===== src/rtl/routine_sequencer_pkg.sv =====
// Shared definitions for the routine sequencer: the routine bus field map,
// the sequencer state encoding and the registered pin bundle.
package routine_sequencer_pkg;

  localparam int RTN_BUS_W = 47;
  localparam int DONE_BIT  = 46;
  localparam int RED_HI    = 45;
  localparam int RED_LO    = 36;
  localparam int GRN_HI    = 35;
  localparam int GRN_LO    = 28;
  localparam int HEX3_HI   = 27;
  localparam int HEX3_LO   = 21;
  localparam int HEX2_HI   = 20;
  localparam int HEX2_LO   = 14;
  localparam int HEX1_HI   = 13;
  localparam int HEX1_LO   = 7;
  localparam int HEX0_HI   = 6;
  localparam int HEX0_LO   = 0;

  typedef enum logic [1:0] {
    LOAD  = 2'd0,
    RUN   = 2'd1,
    BLANK = 2'd2
  } seq_state_t;

  typedef struct packed {
    logic [9:0] red;
    logic [7:0] grn;
    logic [6:0] hex3;
    logic [6:0] hex2;
    logic [6:0] hex1;
    logic [6:0] hex0;
  } pins_t;

  // The done flag is deliberately not part of the pin bundle.
  function automatic pins_t bus_to_pins(input logic [RTN_BUS_W-1:0] bus);
    pins_t p;
    p.red  = bus[RED_HI:RED_LO];
    p.grn  = bus[GRN_HI:GRN_LO];
    p.hex3 = bus[HEX3_HI:HEX3_LO];
    p.hex2 = bus[HEX2_HI:HEX2_LO];
    p.hex1 = bus[HEX1_HI:HEX1_LO];
    p.hex0 = bus[HEX0_HI:HEX0_LO];
    return p;
  endfunction

  function automatic pins_t blank_pins(input logic [6:0] hex_code);
    pins_t p;
    p.red  = '0;
    p.grn  = '0;
    p.hex3 = hex_code;
    p.hex2 = hex_code;
    p.hex1 = hex_code;
    p.hex0 = hex_code;
    return p;
  endfunction

endpackage


===== src/rtl/routine_sequencer_next_edge_sync.sv =====
// Two-flop synchroniser followed by a rising-edge detector for an asynchronous
// level input such as a board push button; o_edge is one Clock cycle wide.
module next_edge_sync (
  input  logic Clock,
  input  logic Reset,
  input  logic i_level,
  output logic o_edge
);

  logic r_meta;
  logic r_sync;
  logic r_prev;

  // NOTE: non-blocking assignments so each stage samples the previous stage's old value.
  always_ff @(posedge Clock) begin
    if (Reset) begin
      r_meta <= 1'b0;
      r_sync <= 1'b0;
      r_prev <= 1'b0;
    end else begin
      r_meta <= i_level;
      r_sync <= r_meta;
      r_prev <= r_sync;
    end
  end

  assign o_edge = r_sync & ~r_prev;

endmodule


===== src/rtl/routine_sequencer.sv =====
// Selects one of NUM_RTN light-routine buses, drives the board LEDs and hex
// digits from it, and steps to the next routine on done or a Next press.
module routine_sequencer
  import routine_sequencer_pkg::*;
#(
  parameter int         NUM_RTN      = 4,
  parameter int         BLANK_CYCLES = 3,
  parameter logic [6:0] HEX_BLANK    = 7'h7F
) (
  input  logic                           Clock,
  input  logic                           Reset,
  input  logic [RTN_BUS_W*NUM_RTN-1:0]   RtnBus,
  input  logic                           Next,
  input  logic                           Hold,
  output logic [NUM_RTN-1:0]             RtnReset,
  output logic [2:0]                     ActiveRtn,
  output logic [9:0]                     LedRed,
  output logic [7:0]                     LedGrn,
  output logic [6:0]                     Hex3,
  output logic [6:0]                     Hex2,
  output logic [6:0]                     Hex1,
  output logic [6:0]                     Hex0
);

  localparam int                  CNT_W      = (BLANK_CYCLES > 1) ? $clog2(BLANK_CYCLES + 1) : 1;
  localparam logic [CNT_W-1:0]    CNT_LOAD   = CNT_W'(BLANK_CYCLES);
  localparam logic [CNT_W-1:0]    CNT_ONE    = CNT_W'(1);
  localparam logic [2:0]          LAST_RTN   = 3'(NUM_RTN - 1);
  localparam logic [NUM_RTN-1:0]  ALL_PARKED = '1;

  seq_state_t              r_state;
  logic [2:0]              r_active;
  logic [CNT_W-1:0]        r_cnt;
  pins_t                   r_pins;
  logic [NUM_RTN-1:0]      r_rtn_reset;

  logic [RTN_BUS_W-1:0]    w_sel_bus;
  logic                    w_next_edge;
  logic                    w_advance;
  logic [2:0]              w_active_inc;

  // Every routine except idx is held in reset.
  function automatic logic [NUM_RTN-1:0] park_mask(input logic [2:0] idx);
    logic [NUM_RTN-1:0] m;
    for (int i = 0; i < NUM_RTN; i++) m[i] = (3'(i) != idx);
    return m;
  endfunction

  next_edge_sync u_next_sync (
    .Clock   (Clock),
    .Reset   (Reset),
    .i_level (Next),
    .o_edge  (w_next_edge)
  );

  // NOTE: default assignment first so no path through the block leaves w_sel_bus unassigned (no latch).
  always_comb begin
    w_sel_bus = '0;
    for (int i = 0; i < NUM_RTN; i++) begin
      if (r_active == 3'(i)) w_sel_bus = RtnBus[i*RTN_BUS_W +: RTN_BUS_W];
    end
  end

  assign w_advance    = (w_sel_bus[DONE_BIT] & ~Hold) | w_next_edge;
  assign w_active_inc = (r_active == LAST_RTN) ? 3'd0 : r_active + 3'd1;

  always_ff @(posedge Clock) begin
    if (Reset) begin
      r_state     <= LOAD;
      r_active    <= 3'd0;
      r_cnt       <= '0;
      r_pins      <= blank_pins(HEX_BLANK);
      r_rtn_reset <= ALL_PARKED;
    end else begin
      case (r_state)
        LOAD: begin
          r_state     <= RUN;
          r_rtn_reset <= park_mask(r_active);
          r_pins      <= bus_to_pins(w_sel_bus);
        end
        RUN: begin
          if (w_advance) begin
            r_active <= w_active_inc;
            r_cnt    <= CNT_LOAD;
            r_pins   <= blank_pins(HEX_BLANK);
            if (BLANK_CYCLES > 0) begin
              r_state     <= BLANK;
              r_rtn_reset <= park_mask(w_active_inc);
            end else begin
              r_state     <= LOAD;
              r_rtn_reset <= ALL_PARKED;
            end
          end else begin
            r_pins <= bus_to_pins(w_sel_bus);
          end
        end
        BLANK: begin
          r_pins <= blank_pins(HEX_BLANK);
          // A zero count can only come from corruption; leave BLANK rather than wrap.
          if (r_cnt == CNT_ONE || r_cnt == '0) begin
            r_state     <= LOAD;
            r_rtn_reset <= ALL_PARKED;
          end else begin
            r_cnt <= r_cnt - CNT_ONE;
          end
        end
        default: begin
          r_state     <= LOAD;
          r_active    <= 3'd0;
          r_cnt       <= '0;
          r_pins      <= blank_pins(HEX_BLANK);
          r_rtn_reset <= ALL_PARKED;
        end
      endcase
    end
  end

  assign RtnReset  = r_rtn_reset;
  assign ActiveRtn = r_active;
  assign LedRed    = r_pins.red;
  assign LedGrn    = r_pins.grn;
  assign Hex3      = r_pins.hex3;
  assign Hex2      = r_pins.hex2;
  assign Hex1      = r_pins.hex1;
  assign Hex0      = r_pins.hex0;

endmodule

===== config.mk =====
export PLATFORM = sky130hd
export DESIGN_NAME = routine_sequencer
export DESIGN_NICKNAME = d
export VERILOG_FILES = /design/src/rtl/routine_sequencer_pkg.sv /design/src/rtl/routine_sequencer_next_edge_sync.sv /design/src/rtl/routine_sequencer.sv
export SDC_FILE = /design/constraint.sdc
export NUM_CORES = 1
export LEC_CHECK = 0
export BUFFER_PORTS_ARGS = -buffer_cell sky130_fd_sc_hd__buf_2
export CORE_MARGIN = 2
export CORE_UTILIZATION = 30
export CTS_CLUSTER_SIZE = 12
export DETAILED_ROUTE_END_ITERATION = 6
export SLEW_MARGIN = 40
export SYNTH_ARGS = -nofsm -noshare
export SYNTH_HDL_FRONTEND = slang
export SYNTH_SLANG_ARGS = --single-unit
export TNS_END_PERCENT = 20

===== constraint.sdc =====
create_clock -name Clock -period 2.45 [get_ports Clock]
set_input_delay 0.3675 -clock Clock [delete_from_list [all_inputs] [get_ports Clock]]
set_output_delay 0.3675 -clock Clock [all_outputs]
set_load 0.05 [all_outputs]

Yosys cells after proc, flatten, opt, wreduce, memory -nomap -nowiden
Cells that the tools add are included.
Widths: inputs -> output; s select.
Word-level totals
  ROM bits: 0
  flip-flop bits (word level): 60
  word-level logic and storage cells: 65
  RAM bits: 0
  latch bits: 0
  output and inout bits: 53
  bits of input ports: 192
  memories: 0
Operators by class
  multiplexer cells: 18
  divide/modulo/power cells: 0
  shift operators: 0
  reduce and logical (&&, ||, !) cells: 10
  equality and inequality tests: 15
  add/sub/neg operators: 2
  magnitude comparators: 0
  bitwise logic cells: 7
  multipliers: 0
Operators with widths (number)
  $mux 47: 4
  $pmux 46 s2: 1
  $mux 46: 1
  $ne 2x3->1 const A: 4
  $pmux 2 s3: 2
  $pmux 4 s3: 1
  $mux 2: 4
  $mux 4: 2
  $eq 3x2->1 const B: 2
  $mux 3: 2
  $ne 1x3->1 const A: 2
  $ne 2x2->1 const B: 3
  $pmux 3 s2: 1
  $reduce_bool 3->1: 2
  $eq 2x1->1 const B: 2
  $logic_not 2->1: 2
  $not 1->1: 4
  $reduce_and 2->1: 2
  $add 3x1->3 const B: 1
  $eq 3x1->1 const B: 1
  $logic_not 3->1: 1
  $reduce_and 3->1: 1
  $and 1x1->1: 2
  $eq 2x2->1 const B: 1
  other kinds (4): 4

Longest topological paths before layout
  depth after elaboration: 9
  mapped depth: 9

Cells and area by module
Synthesis repeated with hierarchy kept, for this count alone.
Unflattened totals
  cells, all modules: 393
  area total of the unflattened synthesis: 3194.3 µm²
By module, submodules not included
  routine_sequencer: times used 1, area each 3106.7 µm², cells an instance 386, sequential area each 1141.1 µm²
  next_edge_sync: times used 1, area each 87.6 µm², cells an instance 7, sequential area each 60.1 µm²

Worst setup path after synthesis
No wires, ideal clock.
  kind: register to register
  from: register r_active[0] (netlist: ActiveRtn[0])
  to: register r_pins, in the netlist Hex0[6]
  arrival: 2.365 ns
  slack: -0.045 ns
  cell stages (with the launch flop): 10
  data required time: 2.319 ns
  cell sequence: dfxtp_1 inv_1 ha_1 nor2b_1 clkbuf_1 a21oi_2 o211ai_4 a21oi_4 buf_6 o211ai_1
On the way
  longest elaborated chain between the ends: 9
Ends and longest elaborated chain
  start, declared: RTL line routine_sequencer.sv:32  | logic [2:0] r_active;
  start signal, assigned: RTL line routine_sequencer.sv:83  | r_active <= w_active_inc;
  $logic_not 3->1: RTL line routine_sequencer.sv:60  | if (r_active == 3'(i)) w_sel_bus = RtnBus[i*RTN_BUS_W +: RTN_BUS_W];
  $mux 47 (3 in a row): RTL line routine_sequencer.sv:60
  $mux 47 (*): RTL line routine_sequencer.sv:60
  $and 1x1->1: RTL line routine_sequencer.sv:64  | assign w_advance = (w_sel_bus[DONE_BIT] & ~Hold) | w_next_edge;
  $or 1x1->1: RTL line routine_sequencer.sv:64
  $mux 46: RTL line routine_sequencer.sv:82  | if (w_advance) begin
  $pmux 46 s2 (*): RTL line routine_sequencer.sv:75  | case (r_state)
  end signal, assigned: RTL line routine_sequencer.sv:72  | r_pins <= blank_pins(HEX_BLANK);
  end signal, assigned: RTL line routine_sequencer.sv:79  | r_pins <= bus_to_pins(w_sel_bus);
  end signal, assigned: RTL line routine_sequencer.sv:85  | r_pins <= blank_pins(HEX_BLANK);
  end, declared: RTL line routine_sequencer.sv:34  | pins_t r_pins;
Every way passes the cells marked *; elsewhere a longest branch is shown, timed or not.
A chain may end at the register's enable or synchronous reset.

Worst setup path in the final report
  from: register r_active[0] (netlist: ActiveRtn[0])
  to: register r_pins, in the netlist LedRed[1]
Same word-level chain as after synthesis.

==> qor.yml <==
run_status: "finished, final reports clean"
fp-row-count: 37
syn_area_sq_um: 3240
max_cap_viol_count: 0
cts_resized: 0
fin_setup_tns_ns: 0
hold_path_class: "primary input to flip-flop"
synth-async-reset-ratio: 0
place.gp.congestion: 0.818
worstPathRequired_ns: 2.66
p_clk_frac: 0.287
ys.flop_type: "dfxtp_1"
yosysTopAreaCell: "dfxtp_1"
clkLatencyLatePin_ns: 0.34
antenna_left: 0
tightest_slew_ns: 0.692
routed_wl_mm: 12.6
antenna_found_initial: 2
rsz0062_at_grt: "false"
power.internal_mw: 2.16
p_leak_nw: 2.19
peakVddDrop_v: 0.000275
postSynthAreaPerCell_sq_um: 8.25
mostFrequentLayoutCell: "buf_2"
p_seq_frac: 0.325
start_util: 0.311
worstSetupEndpoint: "LedRed[1]"
coreArea_sq_um: 10400
period_share: 0.898
cts_max_path_buffers: 2
fin_nets: 820
p_per_area_nw_per_um2: 739
root_buffer: "clkbuf_8"
end_kind: "flip-flop"
die_y_microns: 108
report.final.setup_viol: 0
htreeDepth: 3
ys_seq_area_frac: 0.371
timing.fmax_mhz: 455
syn-num-nets: 595
via_per_inst: 5.14
timing.rr.start: "ActiveRtn[0]"
synthCells: 393
cts_setup_buffers: 0
crit_chain: "inv_1 > ha_1 > a2111o_1 > o211a_4 > o21bai_4 > nor2_1"
crit_arrival_ns: 2.41
numCtsBuffers: 9
layout_common_cells: "buf_2 (244), dfxtp_1 (59), nand2_1 (51), o21ai_0 (48), o211ai_1 (46)"
maxSlewViolCount: 0
first_pass_iters: 5
grt_use_total: 0.206
yosysWarnings: 0
clkTransAtPathRegs_ns: 0.09
synth_top_cell_area_share: 0.371
grt_pass1_wl_mm: 18.7
vias: 3911
final-hold-violation-count: 0
final_layout_size_suffix_gt1_frac: 0.451
die_x_microns: 108
synth_seq_cells: 60
ff2ff_setup_slack_ns: 0.25
critPathLaunch: "ActiveRtn[0]"
synth_area_leaders: "dfxtp_1 (37%), o211ai_1 (11%), a221oi_1 (7.6%)"
postCtsHoldBufs: 0
hpwl_mm: 9.49
die_area_sq_um: 11700
critical-path-max-stage-delay_ns: 0.47
crit-reg2reg-capture: "LedRed[1]"
worstSetupStartpointType: "flip-flop"
ys_types: 38
cp_max_fo: 18
clock_skew_ns: 0.0131
power_mw: 3.56
grt_max_degree: 43
synth_edf_count: 0
cts.sinks: 60
overflow: 0
drcViolationCount: 0
area_growth_pct: 48.6
period_minus_slack_ns: 2.20
worst-r2r-cell-count: 6
finalCoreUtilization: 0.463
first_iter_violations: 254
crit_path_top_delay_cell: "a2111o_1"
swShare: 0.395
drt-wirelength-per-cell_microns: 16.5
pin_count: 245
p_switching_mw: 1.41
io_buffers: 244
grt_pass1_vias: 3780
cts_tree: "yes"
max_slew_margin: 0.538
power_frac_comb: 0.388
critical_path_class: "flip-flop to flip-flop"
-- registers in the layout, summed over array words and instances, names as in the netlist, 2 cells and up --
name and flops:
r_cnt 2, LedGrn 8, Hex1 7, ActiveRtn 3
Hex0 7, Hex2 7, r_state 2, LedRed 10
Hex3 7, RtnReset 4
-- metal layers --
metal | wire length [microns] | vias to the layer above | global-route usage | part of all wire
met1 | 4990 | 1771 | 0.241 | 0.40
li1 | - | 1913 | - | -
met5 | 0 | - | 0 | 0
met3 | 1110 | 20 | 0.0506 | 0.088
met2 | 6180 | 207 | 0.362 | 0.49
met4 | 294 | 0 | 0.0806 | 0.023
-- cells by family (layout without fill, tap and decap cells) --
group / Yosys count / after routing / synth area share
multiplexers: 6 / 6 / 0.0201
other: 0 / 2 / 0
AO/OA/AOI/OAI: 161 / 161 / 0.360
adder cells (fa/ha/maj): 10 / 10 / 0.0386
buffers and inverters: 44 / 274 / 0.0579
flip-flops: 60 / 60 / 0.371
AND/OR/NAND/NOR: 112 / 112 / 0.153
-- worst max-delay path: cells and delay by family (launching register included) --
family	cells	cell delay, ns
fa+ha+maj	1	0.28
flops	1	0.42
compound gates	3	1.15
simple gates	1	0.11
buf+inv	1	0.12
-- metrics by stage --
step	instance area, sq um	setup WS [ns]	std cells	hold slack (ns)
after global routing	4820	0.115	761	0.223
after detailed placement	4590	0.215	743	0.428
after floorplan	3240	0.0460	393	0.414
after global placement	4580	0.238	743	0.418
after CTS	4810	0.194	759	0.216
final	4820	0.250	761	0.241
-- cell type report --
type	count	area [sq um]
fillers	1063	5600
multi-input cells	289	1880
repair buffers	250	1300
flip-flops and latches	60	1200
well taps	136	170
clock buffers	9	124
clock inverters	7	98.8
inverters	8	30.0
diodes	2	5.00
-- cell usage after synthesis (all sizes together) (2+ instances only) --
| cell type | number |
|---|---|
| a22oi | 18 |
| nor3b | 3 |
| clkbuf | 28 |
| nor2 | 31 |
| inv | 8 |
| o211ai | 47 |
| nor2b | 9 |
| nand2b | 4 |
| a211o | 2 |
| nand3 | 5 |
| a21oi | 6 |
| nand2 | 52 |
| mux2i | 5 |
| ha | 10 |
| dfxtp | 60 |
| a221oi | 28 |
| o31ai | 3 |
| nor3 | 5 |
| o21a | 2 |
| o21ai | 48 |
| buf | 8 |
-- power by group through the flow --
stage                     clock (mW)  combinational [mW]  sequential [mW]
after detailed placement           0                1.39             1.18
after CTS                       1.06                1.39             1.16
final                           1.02                1.38             1.16
after floorplan                    0               0.512             1.64
after global routing            1.10                1.49             1.17
after global placement             0                1.37             1.18
-- worst min-delay path by stage --
| stage | start | to | slack [ns] | cells after the start |
|---|---|---|---|---|
| floorplan | u_next_sync.r_meta | u_next_sync.r_sync | 0.41 | 1 |
| global placement | u_next_sync.r_meta | u_next_sync.r_sync | 0.42 | 1 |
| detailed placement | u_next_sync.r_meta | u_next_sync.r_sync | 0.43 | 1 |
| CTS | RtnBus[157] | Hex2[2] | 0.22 | 3 |
| global route | RtnBus[157] | Hex2[2] | 0.22 | 3 |
| finish | RtnBus[157] | Hex2[2] | 0.24 | 3 |
Power figures use the tool's default switching activity.
